<file path="src/rtl/uart_link_ctl.sv">
// uart_link_ctl: frames local x/y/level into 5-byte checksummed UART packets and
// parses incoming packets into validated remote-player state with link supervision.
module uart_link_ctl #(
    parameter int BYTE_TIMEOUT = 100_000,
    parameter int LINK_TIMEOUT = 10_000_000
) (
    input  logic        clk,
    input  logic        rst,
    input  logic        frame_tick,
    input  logic [11:0] x_pos,
    input  logic [11:0] y_pos,
    input  logic [1:0]  level,
    output logic [7:0]  tx_data,
    output logic        tx_valid,
    input  logic        tx_ready,
    input  logic [7:0]  rx_data,
    input  logic        rx_valid,
    output logic [11:0] remote_x,
    output logic [11:0] remote_y,
    output logic [1:0]  remote_level,
    output logic        frame_ok,
    output logic        frame_err,
    output logic        link_up,
    output logic        tx_busy
);
    localparam int BW = $clog2(BYTE_TIMEOUT + 1);
    localparam int LW = $clog2(LINK_TIMEOUT + 1);

    typedef enum logic [2:0] {T_IDLE, T_HDR, T_B1, T_B2, T_B3, T_CHK} tx_state_t;
    typedef enum logic [2:0] {R_HDR, R_B1, R_B2, R_B3, R_CHK} rx_state_t;

    tx_state_t ts, ts_n;
    rx_state_t rs, rs_n;
    logic          pending, start, good, bad, timeout;
    logic [7:0]    b1, b2, b3, r1, r2, r3;
    logic [10:0]   rem_x, rem_y;
    logic [1:0]    rem_l;
    logic [BW-1:0] tmr;
    logic [LW-1:0] lcnt;
    logic          unused;

    assign unused       = ^{x_pos[11], y_pos[11]};
    assign start        = (ts == T_IDLE) && (frame_tick || pending);
    assign tx_valid     = ts != T_IDLE;
    assign tx_busy      = ts != T_IDLE;
    assign remote_x     = {1'b0, rem_x};
    assign remote_y     = {1'b0, rem_y};
    assign remote_level = rem_l;
    assign link_up      = lcnt != '0;
    assign timeout      = (rs != R_HDR) && (tmr == BW'(BYTE_TIMEOUT));

    always_comb begin
        ts_n    = ts;
        tx_data = 8'h00;
        case (ts)
            T_IDLE:  ts_n = start ? T_HDR : T_IDLE;
            T_HDR:   begin tx_data = 8'hA5;        ts_n = tx_ready ? T_B1   : T_HDR; end
            T_B1:    begin tx_data = b1;           ts_n = tx_ready ? T_B2   : T_B1;  end
            T_B2:    begin tx_data = b2;           ts_n = tx_ready ? T_B3   : T_B2;  end
            T_B3:    begin tx_data = b3;           ts_n = tx_ready ? T_CHK  : T_B3;  end
            T_CHK:   begin tx_data = b1 ^ b2 ^ b3; ts_n = tx_ready ? T_IDLE : T_CHK; end
            default: ts_n = T_IDLE;
        endcase
    end

    // snapshot happens only on packet start so a packet is always self-consistent
    always_ff @(posedge clk or posedge rst) begin
        if (rst) begin
            ts      <= T_IDLE;
            pending <= 1'b0;
            b1      <= 8'h00;
            b2      <= 8'h00;
            b3      <= 8'h00;
        end else begin
            ts      <= ts_n;
            pending <= start ? 1'b0 : (pending || (frame_tick && ts != T_IDLE));
            if (start) begin
                b1 <= x_pos[7:0];
                b2 <= {y_pos[4:0], x_pos[10:8]};
                b3 <= {level, y_pos[10:5]};
            end
        end
    end

    always_comb begin
        rs_n = rs;
        good = 1'b0;
        bad  = 1'b0;
        if (timeout) begin
            rs_n = R_HDR;
            bad  = 1'b1;
        end else if (rx_valid) begin
            case (rs)
                R_HDR:   rs_n = (rx_data == 8'hA5) ? R_B1 : R_HDR;
                R_B1:    rs_n = R_B2;
                R_B2:    rs_n = R_B3;
                R_B3:    rs_n = R_CHK;
                R_CHK:   begin
                    rs_n = R_HDR;
                    good = rx_data == (r1 ^ r2 ^ r3);
                    bad  = !good;
                end
                default: rs_n = R_HDR;
            endcase
        end
    end

    always_ff @(posedge clk or posedge rst) begin
        if (rst) begin
            rs        <= R_HDR;
            r1        <= 8'h00;
            r2        <= 8'h00;
            r3        <= 8'h00;
            rem_x     <= '0;
            rem_y     <= '0;
            rem_l     <= '0;
            tmr       <= '0;
            lcnt      <= '0;
            frame_ok  <= 1'b0;
            frame_err <= 1'b0;
        end else begin
            rs        <= rs_n;
            frame_ok  <= good;
            frame_err <= bad;
            tmr       <= (rx_valid || rs == R_HDR || timeout) ? '0 : tmr + 1'b1;
            lcnt      <= good ? LW'(LINK_TIMEOUT) : (lcnt != '0 ? lcnt - 1'b1 : '0);
            if (rx_valid && !timeout) begin
                if (rs == R_B1) r1 <= rx_data;
                if (rs == R_B2) r2 <= rx_data;
                if (rs == R_B3) r3 <= rx_data;
            end
            if (good) begin
                rem_x <= {r2[2:0], r1};
                rem_y <= {r3[5:0], r2[7:3]};
                rem_l <= r3[7:6];
            end
        end
    end
endmodule

</file>
<file path="config.mk">
export PLATFORM = sky130hd
export DESIGN_NAME = uart_link_ctl
export DESIGN_NICKNAME = d
export VERILOG_FILES = /design/src/rtl/uart_link_ctl.sv
export SDC_FILE = /design/constraint.sdc
export NUM_CORES = 1
export LEC_CHECK = 0
export BUFFER_PORTS_ARGS = -buffer_cell sky130_fd_sc_hd__buf_2
export CAP_MARGIN = 20
export CORE_ASPECT_RATIO = 1.5
export CORE_MARGIN = 2
export CORE_UTILIZATION = 62
export CTS_CLUSTER_DIAMETER = 100
export DETAILED_ROUTE_END_ITERATION = 12
export PLACE_DENSITY_LB_ADDON = 0.15
export SYNTH_ARGS = -nofsm -noshare
export SYNTH_HDL_FRONTEND = slang
export SYNTH_SLANG_ARGS = --single-unit
</file>
<file path="constraint.sdc">
create_clock -name clk -period 6.2 [get_ports clk]
set_clock_uncertainty 0.2 [all_clocks]
set_input_delay 0.62 -clock clk [delete_from_list [all_inputs] [get_ports clk]]
set_output_delay 0.62 -clock clk [all_outputs]
set_load 0.05 [all_outputs]
</file>
==> Word level (Yosys, flattened, before mapping) <==
Index checks and enable logic that the tools add are counted.
{ "classes": {"add_sub_neg": 2, "eq_ne": 12, "mux": 22, "bitwise": 4, "reduce_logical": 19} }
{ "ops": {"columns": ["operator", "count"], "rows": [
  ["$mux 24", 2],
  ["$pmux 8 s5", 1],
  ["$xor 8x8->8", 4],
  ["$reduce_bool 24->1", 1],
  ["$sub 24x1->24 const B", 1],
  ["$pmux 3 s6", 1],
  ["$add 17x1->17 const B", 1],
  ["$eq 17x17->1 const B", 1],
  ["$mux 17", 1],
  ["$eq 3x2->1 const B", 4],
  ["$mux 3", 4],
  ["$pmux 3 s4", 1],
  ["$mux 1", 11],
  ["$eq 3x3->1 const B", 3],
  ["$eq 8x8->1", 1],
  ["$eq 8x8->1 const B", 1],
  ["$eq 3x1->1 const B", 2],
  ["$logic_not 3->1", 2],
  ["$reduce_and 2->1", 3],
  ["$reduce_bool 3->1", 2],
  ["$logic_and 1x1->1", 4],
  ["$logic_or 1x1->1", 4],
  ["$logic_not 1->1", 2],
  ["$mux 2", 1],
  ["$reduce_bool 2->1", 1]
]} }
{ "word_totals": {"regBits": 122, "input_bits": 39, "out_inout_bits": 39, "word_cells": 75} }

==> Depth between registers and ports, before layout <==
Gate-level depths: netlist of run 1.
{ "logic_depth": {"word_depth": 7, "mapped_depth": 9, "ltp_nobuf": 7} }

==> Worst setup path before layout of run 1 <==
OpenSTA, ideal clock, no wires.
{ "synth_path": {"path_kind": "flip-flop to output port", "startpoint": "register ts[0]", "endpoint": "output tx_data[0]", "t_arrival_ns": 1.958, "slack_ns": 3.422, "path_stages_with_launch": 5, "path_buffers": 2, "path_cell_list": "dfrtp_1 > clkbuf_1 > clkbuf_1 > a22oi_1 > o22ai_1"} }
{ "synth_via": {"elab_chain_cells": 2, "elab_cells_between_ends": 6, "classes_between": "eq/ne (5); mux (1)"} }
{ "synth_lines": {"columns": ["element", "line", "rtl"], "rows": [
  ["from (decl)", "32", "tx_state_t ts, ts_n;"],
  ["from (signal assigned)", "75", "ts <= ts_n;"],
  ["$eq 3x3->1, or another cell as far along", "55", "case (ts)"],
  ["$pmux 8 s5 *", "55", null],
  ["to (decl)", "13", "output logic [7:0] tx_data,"]
]} }
Mark *: on every way between the ends. The rest lies on a longest branch, timed or not.

==> Worst setup path in the final report of run 1 <==
{ "layout_path": {"startpoint": "register lcnt[8]", "endpoint": "output link_up"} }
{ "layout_via": {"elab_chain_cells": 1} }
{ "layout_lines": {"columns": ["element", "line", "rtl"], "rows": [
  ["from (decl)", "39", "logic [LW-1:0] lcnt;"],
  ["from (signal assigned)", "126", "lcnt <= good ? LW'(LINK_TIMEOUT) : (lcnt != '0 ? lcnt - 1'b1 : '0);"],
  ["$reduce_bool 24->1", "49", "assign link_up = lcnt != '0;"],
  ["to (decl)", "23", "output logic link_up,"]
]} }
No other way between the ends.

==> impl_summary.md, run 1 <==
Synth
The primary flip-flop cell chosen by synthesis mapping is sky130_fd_sc_hd__dfrtp_1. The top cell type by area accounts for 51.9% of the synthesized area. The post-synthesis average cell area is 11.5 µm². In the post-synthesis netlist, the biggest area contributors are sky130_fd_sc_hd__dfrtp_1 (52%), sky130_fd_sc_hd__mux2_2 (13%), sky130_fd_sc_hd__xnor2_1 (6.2%). The number of distinct library cells after synthesis is 53. The count of flip-flops with a built-in enable after synthesis is 0.

The fraction of registers with async set/reset is 100%. Synthesis inferred 122 register bits. Yosys printed 0 warnings. The post-synthesis instance area is 0.00589 mm². For this run, the register share of the synthesized area comes to 51.9%. The number of instances in the synthesized netlist is 514. The cell type contributing the most total cell area after synthesis is sky130_fd_sc_hd__dfrtp_1.

Route
The detailed router finished its first iteration with 260 violations. The via-per-instance ratio is 5.89. The DRC violation count after routing is 0. The routed via count is 4201. The detail-routed net length per standard cell is 17.1 µm.

Once detail routing completed, the nets flagged for antenna violations numbered 0. The number of detailed-route iterations in the first pass is 4. The wire length after detailed routing is 12200 µm.

Timing
The total count of hold-check failures in the final report is 0. Setup repair after global routing left no endpoint under its margin. The pin slew with the least headroom to its limit is 1060 ps.

The worst relative slew slack is 29.0%. The final period utilization is 59.5%. The final-report max-slew violation count is 0.

Final hold analysis gives a worst-case slack of 106 ps. The number of setup violations in the final report is 0. The setup TNS is 0 ps. The worst path in the final design needs a cycle of 3690 ps, including I/O delays and setup. The achievable frequency is 271 MHz.

Clocking
The number of setup buffers added after CTS is 0. The cts-stage hold buffer count is 0. The clock tree from TritonCTS is built. The clock sink total is 122.

In this run the deepest clock path goes through 2 buffers. Clock-pin slew was measured on the worst setup and hold paths at 50 ps. Clock tree synthesis selected as its root buffer the cell sky130_fd_sc_hd__clkbuf_16. Once the clock tree was built, the resizer swapped 0 gates to a different size. At the later pin of the worst-skew pair, clock insertion delay measures 410 ps. Counting the buffers created by CTS gives 17.

The H-tree generated during clock tree synthesis spans 4 levels.

Cells and area
The growth of design area from synthesis to finish is 18.5%. 0 antenna diodes ended up in the layout. The final design utilization is 75.4%. The number of nets at the end of the flow is 631. The fraction of final layout cells with drive strength greater than 1 is 31.6%. The finished cells cover 0.00698 mm².

Critical path
The critical path is of the reg2out type. The number of cells on the worst reg-to-reg path is 8. The required time of the worst setup path is 5380 ps. Data arrives at the worst endpoint at 2870 ps. STA classifies the critical path startpoint as a flip-flop. The worst-path maximum fanout is 18.

The kind of end point of the critical path is an output pin. The worst-case register-to-register setup slack is 2940 ps. The capture point of the worst reg-to-reg path is rem_y[6]. The startpoint identified for the worst register-to-register timing path is tmr[0].

Placed design
The final weighted congestion in routability-driven placement is 0.802. In this run the cell area measured after placement is 0.00632 mm². The placed wire-length estimate is 7950 µm. During placement, the flow inserted port buffers numbering 73.

Global routing
The wire length of the first global-routing pass is 20200 µm. Entering global routing, the biggest net connects 71 pins. The total overflow left after global routing is 0. The number of global-route vias before repair is 4323. The initial antenna violation count is 0.

The combined global-route utilization of all metal layers is 24.6%.

Die
The count of standard-cell rows is 43. The die covers 0.0103 mm². The I/O pin count is 78. Once the floorplan was initialized, standard cells occupied 63.6% of the core. The die boundary height is 123 µm. The x dimension of the die is 83.6 µm.

After floorplanning, the core was sized to cover 0.00925 mm².

Status
The flow ran to the end, and the final reports show no timing, DRC or antenna violations.

Worst hold path
The worst hold-check path type is in2async.

Run
The tool flagged a number of max-cap violations equal to 0.

Power
The power per cell area is 513 mW/mm². Summed over all cells, the static leakage comes to 3.14 nW. IR analysis of the VDD net gives a maximum drop of 509 µV.
kinds of logic after synthesis:
| kind of cell | after synthesis | share of synthesized area, % |
|---|---|---|
| DFF | 122 | 51.9 |
| buffers and inverters | 34 | 2.66 |
| muxes | 75 | 14.2 |
| other | 1 | 0.0637 |
| and+or+nand+nor | 149 | 13.9 |
| adders and majority gates | 4 | 0.850 |
| AOI/OAI and AO/OA | 68 | 7.42 |
| xor gates and xnor gates | 61 | 9.08 |
worst max-delay path by stage:
stage | startpoint | end | cells after the start
3_5_place_dp | rx_data[2] | rem_y[6] | 7
4_1_cts | lcnt[8] | link_up | 5
6_report | lcnt[8] | link_up | 5
5_1_grt | lcnt[8] | link_up | 5
3_3_place_gp | rx_data[2] | rem_x[10] | 7
2_1_floorplan | rst | b1[0] | 1
where the power goes:
part / internal (mW) / total, mW / switching [mW]
logic: 0.532 / 1.20 / 0.670
clock network: 0.716 / 1.08 / 0.360
registers: 1.03 / 1.30 / 0.276
total: 2.27 / 3.58 / 1.31
through the flow:
| stage | instances | power, mW | setup WS, ps |
|---|---|---|---|
| 2_1_floorplan | 515 | 2.23 | 2140 |
| 3_3_place_gp | 680 | 2.42 | 2750 |
| 3_5_place_dp | 681 | 2.49 | 2740 |
| 4_1_cts | 713 | 3.60 | 2480 |
| 5_1_grt | 713 | 3.76 | 2310 |
| 6_report | 713 | 3.58 | 2510 |
cell usage in the layout (no fill, tap or decap), drive strengths merged, types with 8 or more instances in the layout:
master  synthesis  routed
a21oi          15      15
buf            11      76
clkbuf         11      18
dfrtp         122     122
inv            12      13
mux2           68      68
nand2          25      25
nand2b         11      11
nand3          15      15
nor2           31      31
nor3           25      25
nor4            8       8
o21ai          17      17
o22ai           9       9
xnor2          42      42
xor2           19      19
area by class of cell:
| cell class | instances | area, µm² |
|---|---|---|
| sequential | 122 | 3050 |
| multi-input combinational | 359 | 2690 |
| fill | 636 | 2280 |
| clock buffer | 18 | 429 |
| timing repair buffer | 76 | 395 |
| clock inverter | 14 | 221 |
| tap | 112 | 140 |
| inverter | 12 | 50.0 |
synth_stat cells, types with 10 or more instances:
master                     instances
sky130_fd_sc_hd__nand3_1          14
sky130_fd_sc_hd__dfrtp_1         122
sky130_fd_sc_hd__clkbuf_1         11
sky130_fd_sc_hd__nor2_1           30
sky130_fd_sc_hd__xnor2_1          42
sky130_fd_sc_hd__mux2_2           68
sky130_fd_sc_hd__nand2_1          25
sky130_fd_sc_hd__nand2b_1         11
sky130_fd_sc_hd__o21ai_0          17
sky130_fd_sc_hd__xor2_1           19
sky130_fd_sc_hd__nor3_1           25
sky130_fd_sc_hd__inv_1            10
sky130_fd_sc_hd__a21oi_1          15
worst max-delay path, cell delays in order, from the launching register on:
cell,delay [ps]
sky130_fd_sc_hd__dfrtp_1,410
sky130_fd_sc_hd__nor4_2,400
sky130_fd_sc_hd__nand3_2,280
sky130_fd_sc_hd__nor4_4,990
sky130_fd_sc_hd__inv_4,110
sky130_fd_sc_hd__buf_2,260
state kept, by name (all words and copies together) (netlist names):
register	cells
r1	8
rem_y	11
b1	8
ts	3
rs	3
r3	8
r2	8
pending	1
lcnt	24
rem_x	11
tmr	17
b3	8
frame_ok	1
remote_level	2
frame_err	1
b2	8
per-layer routing:
| layer | GRT usage, % | routed length (µm) | share of wire, % |
|---|---|---|---|
| met5 | 0 | 0 | 0 |
| met4 | 10.8 | 340 | 2.8 |
| met3 | 6.21 | 414 | 3.4 |
| met2 | 44.3 | 6600 | 54 |
| met1 | 27.8 | 4820 | 40 |
Power figures use the tool's default switching activity.
==> inputs of run 2 (changes only) <==
--- a/config.mk
+++ b/config.mk
@@ -9,7 +9,7 @@
 export CAP_MARGIN = 20
 export CORE_ASPECT_RATIO = 1.5
 export CORE_MARGIN = 2
-export CORE_UTILIZATION = 62
+export CORE_UTILIZATION = 52
 export CTS_CLUSTER_DIAMETER = 100
 export DETAILED_ROUTE_END_ITERATION = 12
 export PLACE_DENSITY_LB_ADDON = 0.15
==> constraint.sdc (replaced) <==
create_clock -name clk -period 3 [get_ports clk]
set_clock_uncertainty 0.2 [all_clocks]
set_input_delay 0.3 -clock clk [delete_from_list [all_inputs] [get_ports clk]]
set_output_delay 0.3 -clock clk [all_outputs]
set_load 0.05 [all_outputs]
==> impl_summary.md, run 2 (synthesis gave the netlist of run 1 again) <==
Status
The run finished with clean final reports.

Critical path
The worst-case register-to-register setup slack is 480 ps (-2460 ps). The startpoint of the most critical register-to-register path is tmr[0]. The family of cells with the greatest summed delay on the critical path is simple AND/OR/NAND/NOR gates. The path depth of the worst reg2reg path is 7 (-1).

The path type of the worst setup path is reg2out. Traced cell by cell, the critical path runs through nor4_2 > nand3_2 > nor4_4 > inv_4 > buf_2. The worst-path maximum fanout is 10 (-8). The signal arrival time at the worst endpoint came to 2260 ps (-610 ps). The required time of the worst setup path was 2500 ps (-2880 ps). The delay contributed by the slowest stage of the critical path came to 430 ps (-560 ps).

The worst setup path is captured at an output pin. The category of the worst setup path launch point is a flip-flop. The slowest stage of the critical path belongs to the cell sky130_fd_sc_hd__nor4_4. In this run the critical register-to-register path is captured at r1[7]. The number of buffers and inverters on the critical path came to 2 (unchanged).

Run
The number of max-capacitance violations reported is 0 (unchanged).

Die
The count of standard-cell rows is 47 (+9.3%). The I/O pin count came to 78 (unchanged). The initial core utilization is 53.2% (-10 points).

The die boundary height was 134 µm (+8.9%). The x dimension of the die is 90.9 µm (+8.8%). The placeable core area is 0.0111 mm² (+19%). The area of the die came to 0.0122 mm² (+18%).

Clocking
The number of gates resized after CTS was 0 (unchanged). CTS placed an instance of sky130_fd_sc_hd__clkbuf_16 at the clock tree root. The total clock buffers created by CTS is 17 (unchanged). The maximum buffer depth of the clock tree is 2 (unchanged). The clock transition at the registers of the reported paths is 60 ps (about the same). The clock sink total was 122 (unchanged). The worst-skew pair later-pin latency came to 410 ps (about the same). The clock tree from TritonCTS is built. The number of H-tree levels is 4 (unchanged).

Route
The DRC violation count after routing is 0 (unchanged). The wire length after detailed routing is 12500 µm (+2.6%). The via-per-instance ratio is 5.47 (-7.1%). The routed via count is 4322 (+2.9%). The number of detailed-route iterations in the first pass was 5 (+1).

The DRC violation total after the first TritonRoute iteration came to 212 (-18%). The remaining number of nets flagged by the antenna check after routing is 0 (unchanged). The detail-routed net length per standard cell is 15.8 µm (-7.4%).

Timing
The final-report max-slew violation count came to 0 (unchanged). The setup TNS was 0 ps (unchanged). After layout, the minimum clock period comes to 2760 ps. Setup repair after global routing left no endpoint under its margin. The worst relative slew slack was 57.9% (+29 points). In the finished design, the share of the clock period the worst path needs comes to 92.0%. The total count of hold-check failures in the final report was 0 (unchanged). The pin slew with the least headroom to its limit came to 623 ps (-434 ps). The achievable frequency is 362 MHz. The final hold slack was 14.7 ps (-91.2 ps).

The number of setup violations in the final report is 0 (unchanged).

Power
The largest voltage drop on the vdd net is 505 µV (-0.77%). The power per cell area is 1010 mW/mm² (+97%). The total leakage power is 3.34 nW (+6.4%).

Worst hold path
The worst hold path passes through 2 cells. The worst hold path begins at rx_data[0]. The path with the worst hold slack has its endpoint at r3[0]. The min-delay analysis places its worst path in the category in2reg.

Global routing
The number of global-route vias before repair came to 4533 (+4.9%). The largest net degree at the start of global routing is 81 (+14%). The initial antenna violation count came to 0 (unchanged). The combined global-route utilization of all metal layers is 22.0% (-2.6 points). The wire length of the first global-routing pass is 21600 µm (+7.1%). The final global-route overflow total is 0 (unchanged).

Cells and area
The flip-flop count of the largest register after layout came to 24 (unchanged). The growth of design area from synthesis to finish is 26.6%. The antenna diode count came to 0 (unchanged). The library cells used most frequently in the layout, excluding fill and tap cells, are sky130_fd_sc_hd__dfrtp_1 (122), sky130_fd_sc_hd__buf_2 (73), sky130_fd_sc_hd__mux2_2 (68), sky130_fd_sc_hd__xnor2_1 (42), sky130_fd_sc_hd__dlygate4sd3_1 (34). The number of nets at the end of the flow was 673 (+6.7%).

The register bank with the most flops is lcnt. Leaving out fill and tap cells, the most frequent cell in the layout is sky130_fd_sc_hd__dfrtp_1. The fraction of final layout cells with drive strength greater than 1 is 30.9% (-0.67 points).

The largest registers in the layout are lcnt (24), tmr (17).

Placed design
The placed wire-length estimate is 8220 µm (+3.4%). The port buffer count was 73 (unchanged). The final weighted congestion in routability-driven placement is 0.775 (-3.3%).
## run 2: area by class of cell
class | count | area [µm²]
fill | 877 | 3600
sequential | 122 | 3050
multi-input combinational | 359 | 2690
timing repair buffer | 118 | 801
clock buffer | 18 | 439
clock inverter | 14 | 240
tap | 147 | 184
inverter | 12 | 51.3
## run 2: per-stage QoR
stage / worst slack [ps] / instance area [µm²] / util (%) / power [mW] / instances
2_1_floorplan: 542 / 5890 / - / 4.60 / 515
4_1_cts: 221 / 7450 / 67.4 / 7.58 / 790
3_3_place_gp: 500 / 6430 / 58.2 / 5.06 / 724
3_5_place_dp: 472 / 6430 / 58.2 / 5.17 / 724
5_1_grt: 50.4 / 7450 / 67.4 / 7.99 / 790
6_report: 240 / 7450 / 67.4 / 7.53 / 790
## run 2: how the worst max path moves through the flow
stage | from | to | slack, ps | cells after the start
floorplan | ts[0] | tx_data[0] | 540 | 4
CTS | lcnt[8] | link_up | 220 | 5
global route | lcnt[8] | link_up | 50 | 5
detailed placement | tmr[0] | r1[3] | 470 | 7
finish | lcnt[8] | link_up | 240 | 5
global placement | tmr[0] | r1[5] | 500 | 7
## run 2: what timing repair did
item	4_1_cts	5_1_grt
hold endpoints to repair	65	0
hold buffers	34	0
setup buffers	0	0
setup endpoints to repair	0	0
## run 2: worst register-to-register path, stage by stage (launching register included)
cell and delay (ps):
sky130_fd_sc_hd__dfrtp_1 420, sky130_fd_sc_hd__inv_1 70, sky130_fd_sc_hd__ha_1 140, sky130_fd_sc_hd__nor4b_1 220
sky130_fd_sc_hd__nand4_1 360, sky130_fd_sc_hd__nand2_1 190, sky130_fd_sc_hd__or3_1 410, sky130_fd_sc_hd__mux2_2 390
## run 2: report_power, final
| group | internal [mW] | switching (mW) | leakage (nW) | total [mW] |
|---|---|---|---|---|
| logic | 1.14 | 1.40 | 1.50 | 2.54 |
| clock network | 1.59 | 0.754 | 0.327 | 2.34 |
| registers | 2.12 | 0.538 | 1.52 | 2.66 |
## run 2: routing by layer
layer  part of all wire, %  track usage [%]  vias up
met4                   1.3             7.66        0
met3                   3.7             4.44       13
met2                    55             40.3      109
li1                      -                -     2063
met5                     0                0        -
met1                    40             25.6     2137
